File: src/rtl/binary_encoder_4b2b.sv
`default_nettype none
// +----------------------------------------------------------------------------+
// | Module      : binary_encoder_4b2b                                          |
// | Description : Priority encoder (highest set bit wins) with a valid/ready   |
// |               handshake on both sides, a 2-entry result FIFO and a        |
// |               saturating counter of accepted multi-hot beats.             |
// | Ports       : clk, reset (sync, active-high)                              |
// |               in_valid/in_ready/in_data[2**N-1:0]   - input beat stream   |
// |               out_valid/out_ready                   - result handshake    |
// |               out_code[N-1:0], out_hit, out_multi   - FIFO head result    |
// |               err_count[ERRW-1:0]                   - multi-hot beat count|
// | Revision    : 1.0 - initial release                                       |
// +----------------------------------------------------------------------------+
module binary_encoder_4b2b #(
  parameter int N    = 2,
  parameter int ERRW = 8
) (
  input  logic              clk,
  input  logic              reset,
  input  logic              in_valid,
  output logic              in_ready,
  input  logic [2**N-1:0]   in_data,
  output logic              out_valid,
  input  logic              out_ready,
  output logic [N-1:0]      out_code,
  output logic              out_hit,
  output logic              out_multi,
  output logic [ERRW-1:0]   err_count
);

  localparam int c_IN_W = 2**N;
  // FIFO entry layout: {code, hit, multi}
  localparam int c_EW   = N + 2;

  localparam logic [1:0] c_EMPTY = 2'd0;
  localparam logic [1:0] c_ONE   = 2'd1;
  localparam logic [1:0] c_TWO   = 2'd2;

  logic [1:0]      r_state;
  logic [1:0]      w_state_nxt;
  logic [c_EW-1:0] r_head;
  logic [c_EW-1:0] r_tail;
  logic [ERRW-1:0] r_err_count;

  logic [N-1:0]    w_code;
  logic            w_hit;
  logic            w_multi;
  logic [c_EW-1:0] w_enc;
  logic            w_accept;
  logic            w_consume;

  // --------------------------------------------------------------------------
  // Priority encoder: later (higher) indices overwrite earlier ones, so the
  // highest set bit wins. A set bit seen after another set bit flags multi.
  // --------------------------------------------------------------------------
  always_comb begin
    w_code  = '0;
    w_hit   = 1'b0;
    w_multi = 1'b0;
    for (int i = 0; i < c_IN_W; i++) begin
      if (in_data[i]) begin
        w_multi = w_multi | w_hit;
        w_hit   = 1'b1;
        w_code  = N'(i);
      end
    end
  end

  assign w_enc     = {w_code, w_hit, w_multi};
  assign w_accept  = in_valid & in_ready;
  assign w_consume = out_valid & out_ready;

  // --------------------------------------------------------------------------
  // Occupancy FSM: state register
  // --------------------------------------------------------------------------
  always_ff @(posedge clk) begin
    if (reset) begin
      r_state <= c_EMPTY;
    end else begin
      r_state <= w_state_nxt;
    end
  end

  // --------------------------------------------------------------------------
  // Occupancy FSM: next-state logic
  // --------------------------------------------------------------------------
  always_comb begin
    w_state_nxt = r_state;
    case (r_state)
      c_EMPTY: begin
        if (w_accept) w_state_nxt = c_ONE;
      end
      c_ONE: begin
        if (w_accept && !w_consume)      w_state_nxt = c_TWO;
        else if (!w_accept && w_consume) w_state_nxt = c_EMPTY;
      end
      c_TWO: begin
        if (w_consume) w_state_nxt = c_ONE;
      end
      default: w_state_nxt = c_EMPTY;
    endcase
  end

  // --------------------------------------------------------------------------
  // Occupancy FSM: outputs. in_ready is a pure function of state so it never
  // forms a combinational path from out_ready. Result fields are forced to 0
  // whenever no result is presented.
  // --------------------------------------------------------------------------
  always_comb begin
    in_ready  = (r_state == c_EMPTY) || (r_state == c_ONE);
    out_valid = (r_state == c_ONE) || (r_state == c_TWO);
    out_code  = '0;
    out_hit   = 1'b0;
    out_multi = 1'b0;
    if (out_valid) begin
      out_code  = r_head[c_EW-1:2];
      out_hit   = r_head[1];
      out_multi = r_head[0];
    end
  end

  // --------------------------------------------------------------------------
  // FIFO storage. The head always holds the oldest entry; the tail is only
  // meaningful in TWO. In ONE with simultaneous accept and consume the new
  // beat goes straight into the head, so there is no bubble.
  // --------------------------------------------------------------------------
  always_ff @(posedge clk) begin
    if (reset) begin
      r_head <= '0;
      r_tail <= '0;
    end else begin
      case (r_state)
        c_EMPTY: begin
          if (w_accept) r_head <= w_enc;
        end
        c_ONE: begin
          if (w_accept && !w_consume) begin
            r_tail <= w_enc;
          end else if (w_accept && w_consume) begin
            r_head <= w_enc;
          end else if (w_consume) begin
            r_head <= '0;
          end
        end
        c_TWO: begin
          if (w_consume) begin
            r_head <= r_tail;
            r_tail <= '0;
          end
        end
        default: begin
          r_head <= '0;
          r_tail <= '0;
        end
      endcase
    end
  end

  // --------------------------------------------------------------------------
  // Error counter: counts multi-hot beats at acceptance, saturating at max.
  // --------------------------------------------------------------------------
  always_ff @(posedge clk) begin
    if (reset) begin
      r_err_count <= '0;
    end else if (w_accept && w_multi && (r_err_count != {ERRW{1'b1}})) begin
      r_err_count <= r_err_count + 1'b1;
    end
  end

  assign err_count = r_err_count;

endmodule
`default_nettype wire

File: config.mk
export PLATFORM = sky130hd
export DESIGN_NAME = binary_encoder_4b2b
export DESIGN_NICKNAME = d
export VERILOG_FILES = /design/src/rtl/binary_encoder_4b2b.sv
export SDC_FILE = /design/constraint.sdc
export NUM_CORES = 1
export LEC_CHECK = 0
export CAP_MARGIN = 0
export CELL_PAD_IN_SITES_DETAIL_PLACEMENT = 1
export CELL_PAD_IN_SITES_GLOBAL_PLACEMENT = 2
export CORE_MARGIN = 5
export CORE_UTILIZATION = 31
export DETAILED_ROUTE_END_ITERATION = 7
export GPL_TIMING_DRIVEN = 0
export PLACE_DENSITY = 0.94
export SLEW_MARGIN = 20
export SYNTH_ARGS = -nofsm -noshare
export SYNTH_HDL_FRONTEND = slang
export SYNTH_SLANG_ARGS = --single-unit
File: constraint.sdc
create_clock -name clk -period 6.7 [get_ports clk]
set_clock_uncertainty 0.1 [all_clocks]
set_input_delay 0.67 -clock clk [delete_from_list [all_inputs] [get_ports clk]]
set_output_delay 0.67 -clock clk [all_outputs]
set_load 0.01 [all_outputs]
# Word level (Yosys, flattened, before mapping)
# Index checks and enable logic that the tools add are counted.
# W data, S select, Z words.
dict set report word_totals {
  rom_bits 0
  mem_bits_rw 0
  input_bits 8
  output_inout_bits 14
  register_bits 18
  wordCells 58
  memories 0
  latchBits 0
}
dict set report classes {
  mux 26
  eq_ne 9
  n_shift 0
  order_cmp 0
  n_mul 0
  bitwise_logic 5
  addsub 1
  div_mod_pow 0
  reduce_logical 13
}
# op count
set ops {}
lappend ops {{$mux W4} 6}
lappend ops {{$pmux W4 S3} 2}
lappend ops {{$mux W2} 7}
lappend ops {{$mux W1} 10}
lappend ops {{$add A8 B1 Y8 const B} 1}
lappend ops {{$ne A2 B2 Y1 const B} 4}
lappend ops {{$ne A8 B8 Y1 const B} 1}
lappend ops {{$pmux W2 S3} 1}
lappend ops {{$reduce_and A3 Y1} 2}
lappend ops {{$logic_and A1 B1 Y1} 5}
lappend ops {{$reduce_and A4 Y1} 1}
lappend ops {{$ne A3 B2 Y1 const B} 1}
lappend ops {{$ne A3 B3 Y1 const B} 1}
lappend ops {{$and A1 B1 Y1} 2}
lappend ops {{$eq A2 B1 Y1 const B} 1}
lappend ops {{$eq A2 B2 Y1 const B} 1}
lappend ops {{$logic_not A1 Y1} 2}
lappend ops {{$logic_not A2 Y1} 1}
lappend ops {{$logic_or A1 B1 Y1} 2}
lappend ops {{$or A1 B1 Y1} 2}
lappend ops {{$not A1 Y1} 1}

# Longest topological paths before layout
dict set report logic_depth {
  ltp_word 9
  mapped_depth 9
  ltp_nobuf 9
}

# Least setup slack after synthesis
# Ideal clock, no wire load.
dict set report synth_path {
  path_kind {reg2reg}
  start {reg r_state[0]}
  end {reg r_state[0]}
  arrival_ns 2.066
  stages_incl_launch_ff 8
  path_slack_ns 4.464
  n_path_buf 0
  synth_period_minus_slack_ns 2.236
  required_time_ns 6.530
  setup_time_ns 0.070
  cell_sequence {dfxtp_1 -> inv_1 -> ha_1 -> o21a_4 -> ha_1 -> a221o_1 -> or3_1 -> a21oi_1}
}
dict set report synth_via {
  elab_chain_cells 7
  word_cells_on_any_way 17
  cone_classes {eq/ne (5); mux (2); bitwise (2); reduce/logical (8)}
}
# element line_no
set synth_rtl {}
lappend synth_rtl {{start, declared} 39} ;# logic [1:0] r_state;
lappend synth_rtl {{start signal, assigned} 78} ;# r_state <= c_EMPTY;
lappend synth_rtl {{start signal, assigned} 80} ;# r_state <= w_state_nxt;
lappend synth_rtl {{$eq A2 B1 Y1, or another cell as far along} {89, 110, 111}}
lappend synth_rtl {{$logic_or A1 B1 Y1 (on tied branches)} {111, 110}}
lappend synth_rtl {{$and A1 B1 Y1 (on tied branches)} {71, 70}}
lappend synth_rtl {{$logic_not A1 Y1 (on tied branches)} {94, 95}}
lappend synth_rtl {{$logic_and A1 B1 Y1 (on tied branches)} {94, 95}}
lappend synth_rtl {{$ne A3 B3 Y1 (no line) or $mux W2 (tied branches)} -}
lappend synth_rtl {{$reduce_and A3 Y1 (no line) or $pmux W2 S3 (tied branches)} -}
# Several ways; a longest one is shown, not always the timed one.
# A chain may end at the register's enable or synchronous reset.

# Final worst setup path
dict set report layout_path {
  start {reg r_state[0]}
  end {out out_code[0]}
}
dict set report layout_via {
  elab_chain_cells 3
  word_cells_on_any_way 4
  cone_classes {eq/ne (2); mux (1); reduce/logical (1)}
}
# element line_no
set layout_rtl {}
lappend layout_rtl {{$eq A2 B1 Y1 or $eq A2 B2 Y1 (tied branches)} 111} ;# out_valid = (r_state == c_ONE) || (r_state == c_TWO);
lappend layout_rtl {{$logic_or A1 B1 Y1 (*)} 111}
lappend layout_rtl {{$mux W2 (*)} 115} ;# if (out_valid) begin
lappend layout_rtl {{end, declared} 25} ;# output logic [N-1:0] out_code,
# Mark *: on every way between the ends. The rest lies on a longest branch, timed or not.

==> results.py <==
metrics = {
    "sta": {
        "setup_viol": 0,
        "rsz0062_at_grt": "no",
        "hold_violations": 0,
        "period_needed_ns": 2.76,
        "tns_ns": 0,
        "holdWs_ns": 0.373,
        "max_freq_mhz": 363,
        "period_share_pct": 41.2,
        "final_max_slew_viol_count": 0,
        "relSlewSlack_pct": 66.8,
        "worstMarginPinSlew_ns": 0.498,
    },
    "power": {
        "total_power_w": 0.000364,
        "ir_drop_mv": 0.0805,
        "swShare_pct": 36.2,
        "clockPowerShare_pct": 17.9,
        "power_leakage_nw": 0.499,
        "switching_power_w": 0.000132,
        "p_seq_share_pct": 37.4,
        "cell_internal_pwr_w": 0.000233,
        "combPwrFrac_pct": 44.6,
        "p_per_area_nw_per_um2": 264,
    },
    "global_route": {
        "grt.busiest_layer": "met2",
        "grt_usage_pct": 13.1,
        "grt_pass1_wl_mm": 5.37,
        "grt_use_met3_pct": 3.20,
        "met1_usage_pct": 15.5,
        "antenna_found_initial": 0,
        "grt_max_degree": 11,
        "grt-ovfl-total": 0,
        "grtUsageMet2_pct": 23.8,
        "grt_pass1_vias": 1151,
    },
    "hold_path": {
        "hp-class": "flop to flop",
    },
    "clock_tree": {
        "clock_latency_ns": 0.28,
        "ctsHoldBuffers": 0,
        "post_cts_buffers": 0,
        "post_cts_resized": 0,
        "clockBufferDepth": 2,
        "cts_root_buffer": "clkbuf_4",
        "cts.reportedPaths.clkPinSlew_ns": 0.10,
        "numCtsBuffers": 3,
        "tritoncts": "yes",
        "cts_sinks": 18,
        "h-tree-depth": 1,
    },
    "yosys": {
        "synthArstFlopShare_pct": 0,
        "netlist_instances": 131,
        "synthDistinctLibCells": 33,
        "synth_edf_count": 0,
        "synth_nets": 148,
        "ys_ff_latch": 18,
        "syn-cell-area_um2": 1080,
        "synth_area_per_cell_um2": 8.27,
        "yosysSeqAreaShare_pct": 33.3,
        "yosysWarningCount": 0,
        "ys.flop_type": "dfxtp_1",
    },
    "layout": {
        "finalInstanceArea_um2": 1380,
        "final_cell_mix": "clkdlybuf4s50_1 (20), dfxtp_1 (18), nand2_1 (16), a21oi_1 (16), ha_1 (9)",
        "drive_gt1_share_pct": 7.74,
        "syn2layout_area_growth_pct": 27.1,
        "finish.utilization_pct": 41.0,
        "layout_commonest_cell": "clkdlybuf4s50_1",
        "nFillCells": 442,
        "antenna_cells": 0,
        "finalNetCount": 173,
    },
    "setup_path": {
        "cp_slowest_stage_delay_ns": 0.54,
        "cp-end-kind": "output pin",
        "path_cells": "inv_1 > ha_1 > and2_1 > clkdlybuf4s50_1",
        "crit_family": "buffers and inverters",
        "crit_type": "flop to output pin",
        "critPathLaunchType": "flop",
        "cp_num_buf_inv": 2,
        "worstPathArrival_ns": 1.99,
        "cp_max_fo": 7,
        "slowest_stage": "clkdlybuf4s50_1",
        "cp_data_required_time_ns": 5.93,
    },
    "place": {
        "port-buffer-count": 20,
        "hpwl_mm": 2.37,
        "placed_area_um2": 1340,
        "place.gp.congestion": 0.783,
    },
    "status": {
        "status": "complete, no violations",
    },
    "die": {
        "die-width_um": 69.1,
        "die_h_um": 69.1,
        "pin_count": 22,
        "core_um2": 3360,
        "initial_core_util_pct": 32.2,
        "die-area_um2": 4780,
        "num_rows": 21,
    },
    "detailed_routing": {
        "dr.pass1.iters": 4,
        "finalWirelength_mm": 2.90,
        "drcViolationCount": 0,
        "antenna_left": 0,
        "first_iter_violations": 39,
        "wl_per_cell_um": 14.4,
        "vias": 1040,
        "viasPerCell": 5.17,
    },
    "run": {
        "max-cap-violations": 0,
    },
}
==> final timing paths <==
check,startpoint,end,slack [ns],cells past startpoint
setup / recovery,r_state[0],out_code[0],3.94,4
hold / removal,r_tail[3],r_tail[3],0.37,2
setup reg to reg,r_state[0],r_state[0],4.19,7
hold reg to reg,r_tail[3],r_tail[3],0.37,2
==> Yosys cell counts, drive strengths merged (3+ instances only) <==
cell | count | share of area (%)
nor3 | 3 | 1.4
inv | 7 | 2.4
nand2 | 16 | 5.5
and2 | 4 | 2.3
dfxtp | 18 | 33
nand3 | 5 | 3.5
or4 | 4 | 2.8
o21ai | 7 | 3.2
ha | 9 | 10
or3 | 4 | 2.4
a22o | 4 | 3.2
a21oi | 16 | 7.4
nor2 | 7 | 2.4
nand2b | 4 | 2.3
==> kinds of logic (layout without fill, tap and decap cells) <==
family                     Yosys count  after routing  share of synthesized area [%]
muxes                                2              2                           1.96
AOI/OAI and AO/OA                   36             36                           21.8
buffers and inverters               10             34                           4.16
DFF                                 18             18                           33.3
adders and majority gates            9              9                           10.4
and+or+nand+nor                     56             56                           28.4
==> area by class of cell <==
type / count / area [µm²] / area share [%]
buffer: 3 / 18.8 / 1.36
sequential: 18 / 360 / 26.2
clock buffer: 4 / 36.3 / 2.63
inverter: 7 / 26.3 / 1.91
timing repair buffer: 20 / 200 / 14.5
multi-input combinational: 103 / 678 / 49.2
tap: 46 / 57.6 / 4.18
==> worst min-delay path: cells and delay by family (launching register included) <==
family / cells / cell delay, ns
AO/OA/AOI/OAI: 1 / 0.05
AND/OR/NAND/NOR: 1 / 0.06
flip-flops: 1 / 0.33
==> power groups by stage <==
stage,registers [W],logic [W],clock network [W]
after floorplan,0.000136,0.000106,0
after global placement,0.000138,0.000156,0
after detailed placement,0.000139,0.000163,0
after CTS,0.000136,0.000164,0.0000684
after global routing,0.000138,0.000183,0.0000732
final,0.000136,0.000163,0.0000654
==> layer usage <==
metal / up-vias / wire length [µm] / part of all wire, %
li1: 520 / - / -
met1: 502 / 1330 / 46
met2: 16 / 1440 / 50
met3: 2 / 125 / 4.3
met4: 0 / 10 / 0.34
met5: - / 0 / 0
==> state kept, by name, summed over array words and instances, names as in the netlist <==
register   count
r_head         4
r_state        2
r_tail         4
err_count      8
==> through the flow <==
| stage | worst slack (ns) | instances |
|---|---|---|
| finish | 3.94 | 201 |
| global route | 3.79 | 201 |
| CTS | 3.91 | 201 |
| detailed placement | 4.08 | 197 |
| global placement | 4.14 | 197 |
| floorplan | 4.46 | 131 |
Note: power is estimated with default switching activity, not from simulation.
